===== src/rtl/pll_reset_seq.sv =====
// Reset and lock sequencer for the NES clock PLL: pulses the PLL reset, qualifies
// the asynchronous lock flag and holds the core in reset until the clock is stable.
module pll_reset_seq #(
    parameter int PLL_RST_CYCLES     = 16,
    parameter int LOCK_TIMEOUT       = 270000,
    parameter int LOCK_STABLE_CYCLES = 1024,
    parameter int RELEASE_DELAY      = 64
) (
    input  logic       clk,
    input  logic       reset,
    input  logic       pll_lock,
    output logic       pll_reset,
    output logic       sys_reset,
    output logic       ready,
    output logic [7:0] relock_count,
    output logic [7:0] timeout_count,
    // 0=PLL_RST 1=WAIT_LOCK 2=STABLE 3=HOLD 4=RUN
    output logic [2:0] state_dbg
);

    typedef enum logic [2:0] {
        ST_PLL_RST   = 3'd0,
        ST_WAIT_LOCK = 3'd1,
        ST_STABLE    = 3'd2,
        ST_HOLD      = 3'd3,
        ST_RUN       = 3'd4
    } state_t;

    localparam logic [23:0] PLL_RST_LAST = 24'(PLL_RST_CYCLES - 1);
    localparam logic [23:0] TIMEOUT_LAST = 24'(LOCK_TIMEOUT - 1);
    localparam logic [23:0] STABLE_LAST  = 24'(LOCK_STABLE_CYCLES - 1);
    localparam logic [23:0] RELEASE_LAST = 24'(RELEASE_DELAY - 1);

    state_t      state;
    state_t      state_next;
    logic [23:0] cnt;
    logic [23:0] cnt_next;
    logic        lock_meta;
    logic        lock_s;
    logic        timeout_inc;
    logic        relock_inc;

    // pll_lock comes from the PLL with no timing relation to clk.
    always_ff @(posedge clk or posedge reset) begin
        if (reset) begin
            lock_meta <= 1'b0;
            lock_s    <= 1'b0;
        end else begin
            lock_meta <= pll_lock;
            lock_s    <= lock_meta;
        end
    end

    always_comb begin
        state_next  = state;
        timeout_inc = 1'b0;
        relock_inc  = 1'b0;
        case (state)
            ST_PLL_RST: begin
                if (cnt == PLL_RST_LAST) state_next = ST_WAIT_LOCK;
            end
            ST_WAIT_LOCK: begin
                if (lock_s) begin
                    state_next = ST_STABLE;
                end else if (cnt == TIMEOUT_LAST) begin
                    state_next  = ST_PLL_RST;
                    timeout_inc = 1'b1;
                end
            end
            ST_STABLE: begin
                if (!lock_s) state_next = ST_WAIT_LOCK;
                else if (cnt == STABLE_LAST) state_next = ST_HOLD;
            end
            ST_HOLD: begin
                if (!lock_s) state_next = ST_WAIT_LOCK;
                else if (cnt == RELEASE_LAST) state_next = ST_RUN;
            end
            ST_RUN: begin
                if (!lock_s) begin
                    state_next = ST_PLL_RST;
                    relock_inc = 1'b1;
                end
            end
            default: state_next = ST_PLL_RST;
        endcase
    end

    // The counter restarts on every state entry and idles in RUN, where nothing times out.
    always_comb begin
        cnt_next = cnt + 24'd1;
        if (state_next != state) cnt_next = 24'd0;
        else if (state == ST_RUN) cnt_next = cnt;
    end

    always_ff @(posedge clk or posedge reset) begin
        if (reset) begin
            state         <= ST_PLL_RST;
            cnt           <= 24'd0;
            pll_reset     <= 1'b1;
            sys_reset     <= 1'b1;
            ready         <= 1'b0;
            relock_count  <= 8'd0;
            timeout_count <= 8'd0;
        end else begin
            state     <= state_next;
            cnt       <= cnt_next;
            pll_reset <= (state_next == ST_PLL_RST);
            sys_reset <= (state_next != ST_RUN);
            ready     <= (state_next == ST_RUN);
            if (relock_inc && relock_count != 8'hFF) relock_count <= relock_count + 8'd1;
            if (timeout_inc && timeout_count != 8'hFF) timeout_count <= timeout_count + 8'd1;
        end
    end

    assign state_dbg = state;

endmodule


===== config.mk =====
export PLATFORM = sky130hd
export DESIGN_NAME = pll_reset_seq
export DESIGN_NICKNAME = d
export VERILOG_FILES = /design/src/rtl/pll_reset_seq.sv
export SDC_FILE = /design/constraint.sdc
export NUM_CORES = 1
export LEC_CHECK = 0
export ABC_AREA = 1
export ABC_CLOCK_PERIOD_IN_PS = 1900
export BUFFER_PORTS_ARGS = -buffer_cell sky130_fd_sc_hd__buf_2
export CORE_MARGIN = 4
export CORE_UTILIZATION = 25
export CTS_BUF_LIST = sky130_fd_sc_hd__clkbuf_4
export DETAILED_ROUTE_END_ITERATION = 10
export PLACE_DENSITY = 0.46
export SLEW_MARGIN = 25
export SYNTH_ARGS = -nofsm -noshare
export SYNTH_HDL_FRONTEND = slang
export SYNTH_SLANG_ARGS = --single-unit
export TNS_END_PERCENT = 5

===== constraint.sdc =====
create_clock -name clk -period 1.9 [get_ports clk]
set_input_delay 0.285 -clock clk [delete_from_list [all_inputs] [get_ports clk]]
set_output_delay 0.285 -clock clk [all_outputs]
set_load 0.01 [all_outputs]

==> results.yml <==
status:
  run_status: "completed"
finish:
  area_of_combinational_cells_with_multiple_inputs_um2: 1560
  post_layout_nonfiller_instances: 508
  post_route_cells_drive_above_1_share_pct: 34.2
  signed_area_change_from_the_synthesized_netlist_to_the_final_layout_pct: 19.0
  layout.area.seq_um2: 1200
  fill_cells: 1189
  finish.net_count: 373
  top_library_cells_by_usage_in_the_layout_fill_and_taps_aside: "sky130_fd_sc_hd__nand2_1 (57), sky130_fd_sc_hd__dfrtp_1 (45), sky130_fd_sc_hd__nor2_1 (34)"
  diodes: 0
  mostFrequentLayoutCell: "sky130_fd_sc_hd__nand2_1"
sta:
  rsz0062_at_grt: "yes"
  part_of_the_cycle_the_worst_path_needs_pct: 95.0
  whs_ps: 371
  max_freq_mhz: 554
  final.min_clock_period_ps: 1810
  timing.clock.skew_ps: 7.19
  setup_viol_count_final: 0
  number_of_max_slew_violations_in_the_final_report: 0
  tightest_slew_ps: 345
  timing.final.hold_violations: 0
  maxSlewHeadroom_pct: 76.8
min_path:
  whs_endpoint: "lock_s"
  number_of_stages_on_the_worst_hold_path: 0
  min_delay_src: "lock_meta"
  hold_path_class: "flip-flop to flip-flop"
power_and_ir_drop:
  p_leak_nw: 1.52
  vdd_ir_drop_max_uv: 502
  power_density_nw_per_um2: 810
  total_power_mw: 2.78
critical_path:
  r2r_setup_slack_ps: 90
  timing.rr.end: "cnt[3]"
  critical_path.max_stage_delay_ps: 450
  critical_path.max_fanout: 13
  critical-path-slowest-cell: "sky130_fd_sc_hd__dfrtp_1"
  critPathLaunchType: "flip-flop"
  rr_startpoint: "cnt[0]"
  critical_path_required_ps: 2170
  worst_r2r_path_depth: 12
  path_common_cell: "sky130_fd_sc_hd__nand2_2"
  arrival_ps: 2080
  timing_worst_setup_path_type: "flip-flop to flip-flop"
  worstSetupEndpointType: "flip-flop"
  path_cells: "ha_4, nand3_4, inv_1, nand3_1, nor2_2, a21oi_4, nand3_2, nand2_2, nand2_2, nand2_4, buf_12, nor2_1"
global_routing:
  grt_use_total_pct: 9.43
  grt_max_degree: 49
  grt_antenna_before_repair: 0
  grt_first_pass_wirelength_mm: 10.1
  grt.overflow.total: 0
  grt_pass1_vias: 2081
clock_tree:
  tritoncts: "built"
  clock-sinks: 48
  clk-insertion-delay-late_ps: 360
  ctsHtreeMaxLevel: 2
  clock_tree.root_cell: "sky130_fd_sc_hd__clkbuf_4"
  cts-root-to-sink-buffers: 2
  clk_slew_on_worst_s_h_paths_ps: 150
  cts_buffers: 5
placement:
  half_perimeter_wire_length_after_placement_mm: 4.37
  place.port_buffers: 24
  post-place-cells: 495
  place_congestion: 0.767
routing:
  detail_route.iter0.violations: 93
  routed_wire_length_per_instance_um: 11.4
  firstDrtPassIters: 6
  vias: 2118
  wl_met1_mm: 2.84
  route.detailed.vias_per_inst: 4.17
  routed_wl_mm: 5.80
  wl_met3_um: 159
  ant_nets: 0
  top_signal_layer_used: "met4"
  detailroute.wirelength.met2_mm: 2.72
  drc_errors: 0
die:
  core.rowCount: 38
  floorplan.initialDensity_pct: 26.0
  area_of_the_core_um2: 11100
  die_w_um: 115
  die_y_um: 115
  ioPinCount: 25
  fp.dieArea_um2: 13300
synthesis:
  synth_fp_nets: 326
  synth.avg_cell_area_um2: 9.00
  cells_after_synth: 320
  synth.distinct_cells: 30
  synthesis_stage_register_bit_count: 48
  synth_flop_cell: "sky130_fd_sc_hd__dfrtp_1"
  synth-async-reset-ratio_pct: 100
  yosys_warnings: 0
  synth_sequential_area_ratio_pct: 41.8
  syn-cell-area_um2: 2880
  synth_enable_flop_cells: 0
run:
  max_cap_viol_count: 0
[worst max path at each step]
| stage | start | endpoint | slack (ps) | cells past startpoint |
|---|---|---|---|---|
| 2_1_floorplan | cnt[0] | cnt[5] | 190 | 11 |
| 3_3_place_gp | cnt[0] | cnt[1] | 30 | 12 |
| 3_5_place_dp | cnt[0] | cnt[3] | 8 | 12 |
| 4_1_cts | cnt[0] | cnt[3] | 20 | 11 |
| 5_1_grt | cnt[0] | cnt[22] | -70 | 11 |
| 6_report | cnt[0] | cnt[3] | 90 | 12 |
[area by class of cell]
| type | count | area share [%] |
|---|---|---|
| timing repair buffer | 43 | 8.91 |
| tap | 140 | 5.11 |
| clock inverter | 3 | 0.511 |
| sequential | 48 | 35.1 |
| multi-input combinational | 234 | 45.4 |
| clock buffer | 5 | 1.09 |
| inverter | 35 | 3.83 |
[worst max-delay path: cells and delay by family, from the launching register on]
family / cells / cell delay (ps)
simple gates: 8 / 690
flops: 1 / 450
buf+inv: 2 / 260
compound gates: 1 / 120
fa+ha+maj: 1 / 190
[kinds of logic (layout without fill, tap and decap cells)]
kind of cell             Yosys count  after routing  synth area share [%]
adder cells (fa/ha/maj)            3              3                  1.30
XOR/XNOR                          33             33                  10.0
AND/OR/NAND/NOR                  189            189                  38.1
AO/OA/AOI/OAI                      7              7                  1.65
multiplexers                       2              2                 0.738
flip-flops                        48             48                  41.8
buffers and inverters             38             86                  6.34
[synth_stat cells, types with 2 or more instances]
cell | number | area share (%)
sky130_fd_sc_hd__buf_12 | 2 | 1.4
sky130_fd_sc_hd__clkinv_1 | 2 | 0.26
sky130_fd_sc_hd__dfrtp_1 | 46 | 40
sky130_fd_sc_hd__dfstp_2 | 2 | 1.8
sky130_fd_sc_hd__ha_1 | 3 | 1.3
sky130_fd_sc_hd__inv_1 | 27 | 3.5
sky130_fd_sc_hd__inv_2 | 6 | 0.78
sky130_fd_sc_hd__nand2_1 | 61 | 7.9
sky130_fd_sc_hd__nand2_2 | 9 | 2.0
sky130_fd_sc_hd__nand3_1 | 17 | 3.0
sky130_fd_sc_hd__nand3_2 | 4 | 1.4
sky130_fd_sc_hd__nand3_4 | 2 | 1.2
sky130_fd_sc_hd__nand4_1 | 11 | 2.4
sky130_fd_sc_hd__nor2_1 | 40 | 5.2
sky130_fd_sc_hd__nor2_2 | 6 | 1.3
sky130_fd_sc_hd__nor2_4 | 30 | 12
sky130_fd_sc_hd__nor3_1 | 6 | 1.0
sky130_fd_sc_hd__o21ai_0 | 3 | 0.52
sky130_fd_sc_hd__xnor2_1 | 13 | 4.0
sky130_fd_sc_hd__xor2_1 | 20 | 6.1
[where the power goes]
part           switching, mW  internal [mW]
Sequential            0.0423           1.08
Combinational          0.758          0.403
Clock                  0.345          0.144
Total                   1.15           1.63
[state kept, by name, indices dropped and copies added, names as in the netlist]
signal and flops:
cnt 24, relock_count 8, timeout_count 8, state_dbg 3, lock_meta 1, lock_s 1
pll_reset 1, ready 1, sys_reset 1
[metal layers]
| metal | GRT usage (%) | up-vias |
|---|---|---|
| met5 | 0 | - |
| li1 | - | 1094 |
| met4 | 2.43 | 0 |
| met1 | 13.1 | 993 |
| met2 | 15.1 | 24 |
| met3 | 1.89 | 7 |
[per-stage QoR]
step | setup TNS, ps | setup slack, ps | utilization, % | instance area (um^2)
after global routing | -487 | -67.9 | 30.9 | 3430
after global placement | 0 | 27.9 | 29.5 | 3270
after floorplan | 0 | 185 | - | 2880
final | 0 | 94.1 | 30.9 | 3430
after detailed placement | 0 | 7.84 | 29.5 | 3270
after CTS | 0 | 19.7 | 30.1 | 3330
[timing repair]
item | 4_1_cts | 5_1_grt
setup endpoints to repair | 3 | 26
setup buffers | 0 | 3
resized for setup | 1 | 16
pin swaps | 0 | 11
hold buffers | 1 | 1
hold endpoints to repair | 46 | 1
(Power assumes the default switching activity.)
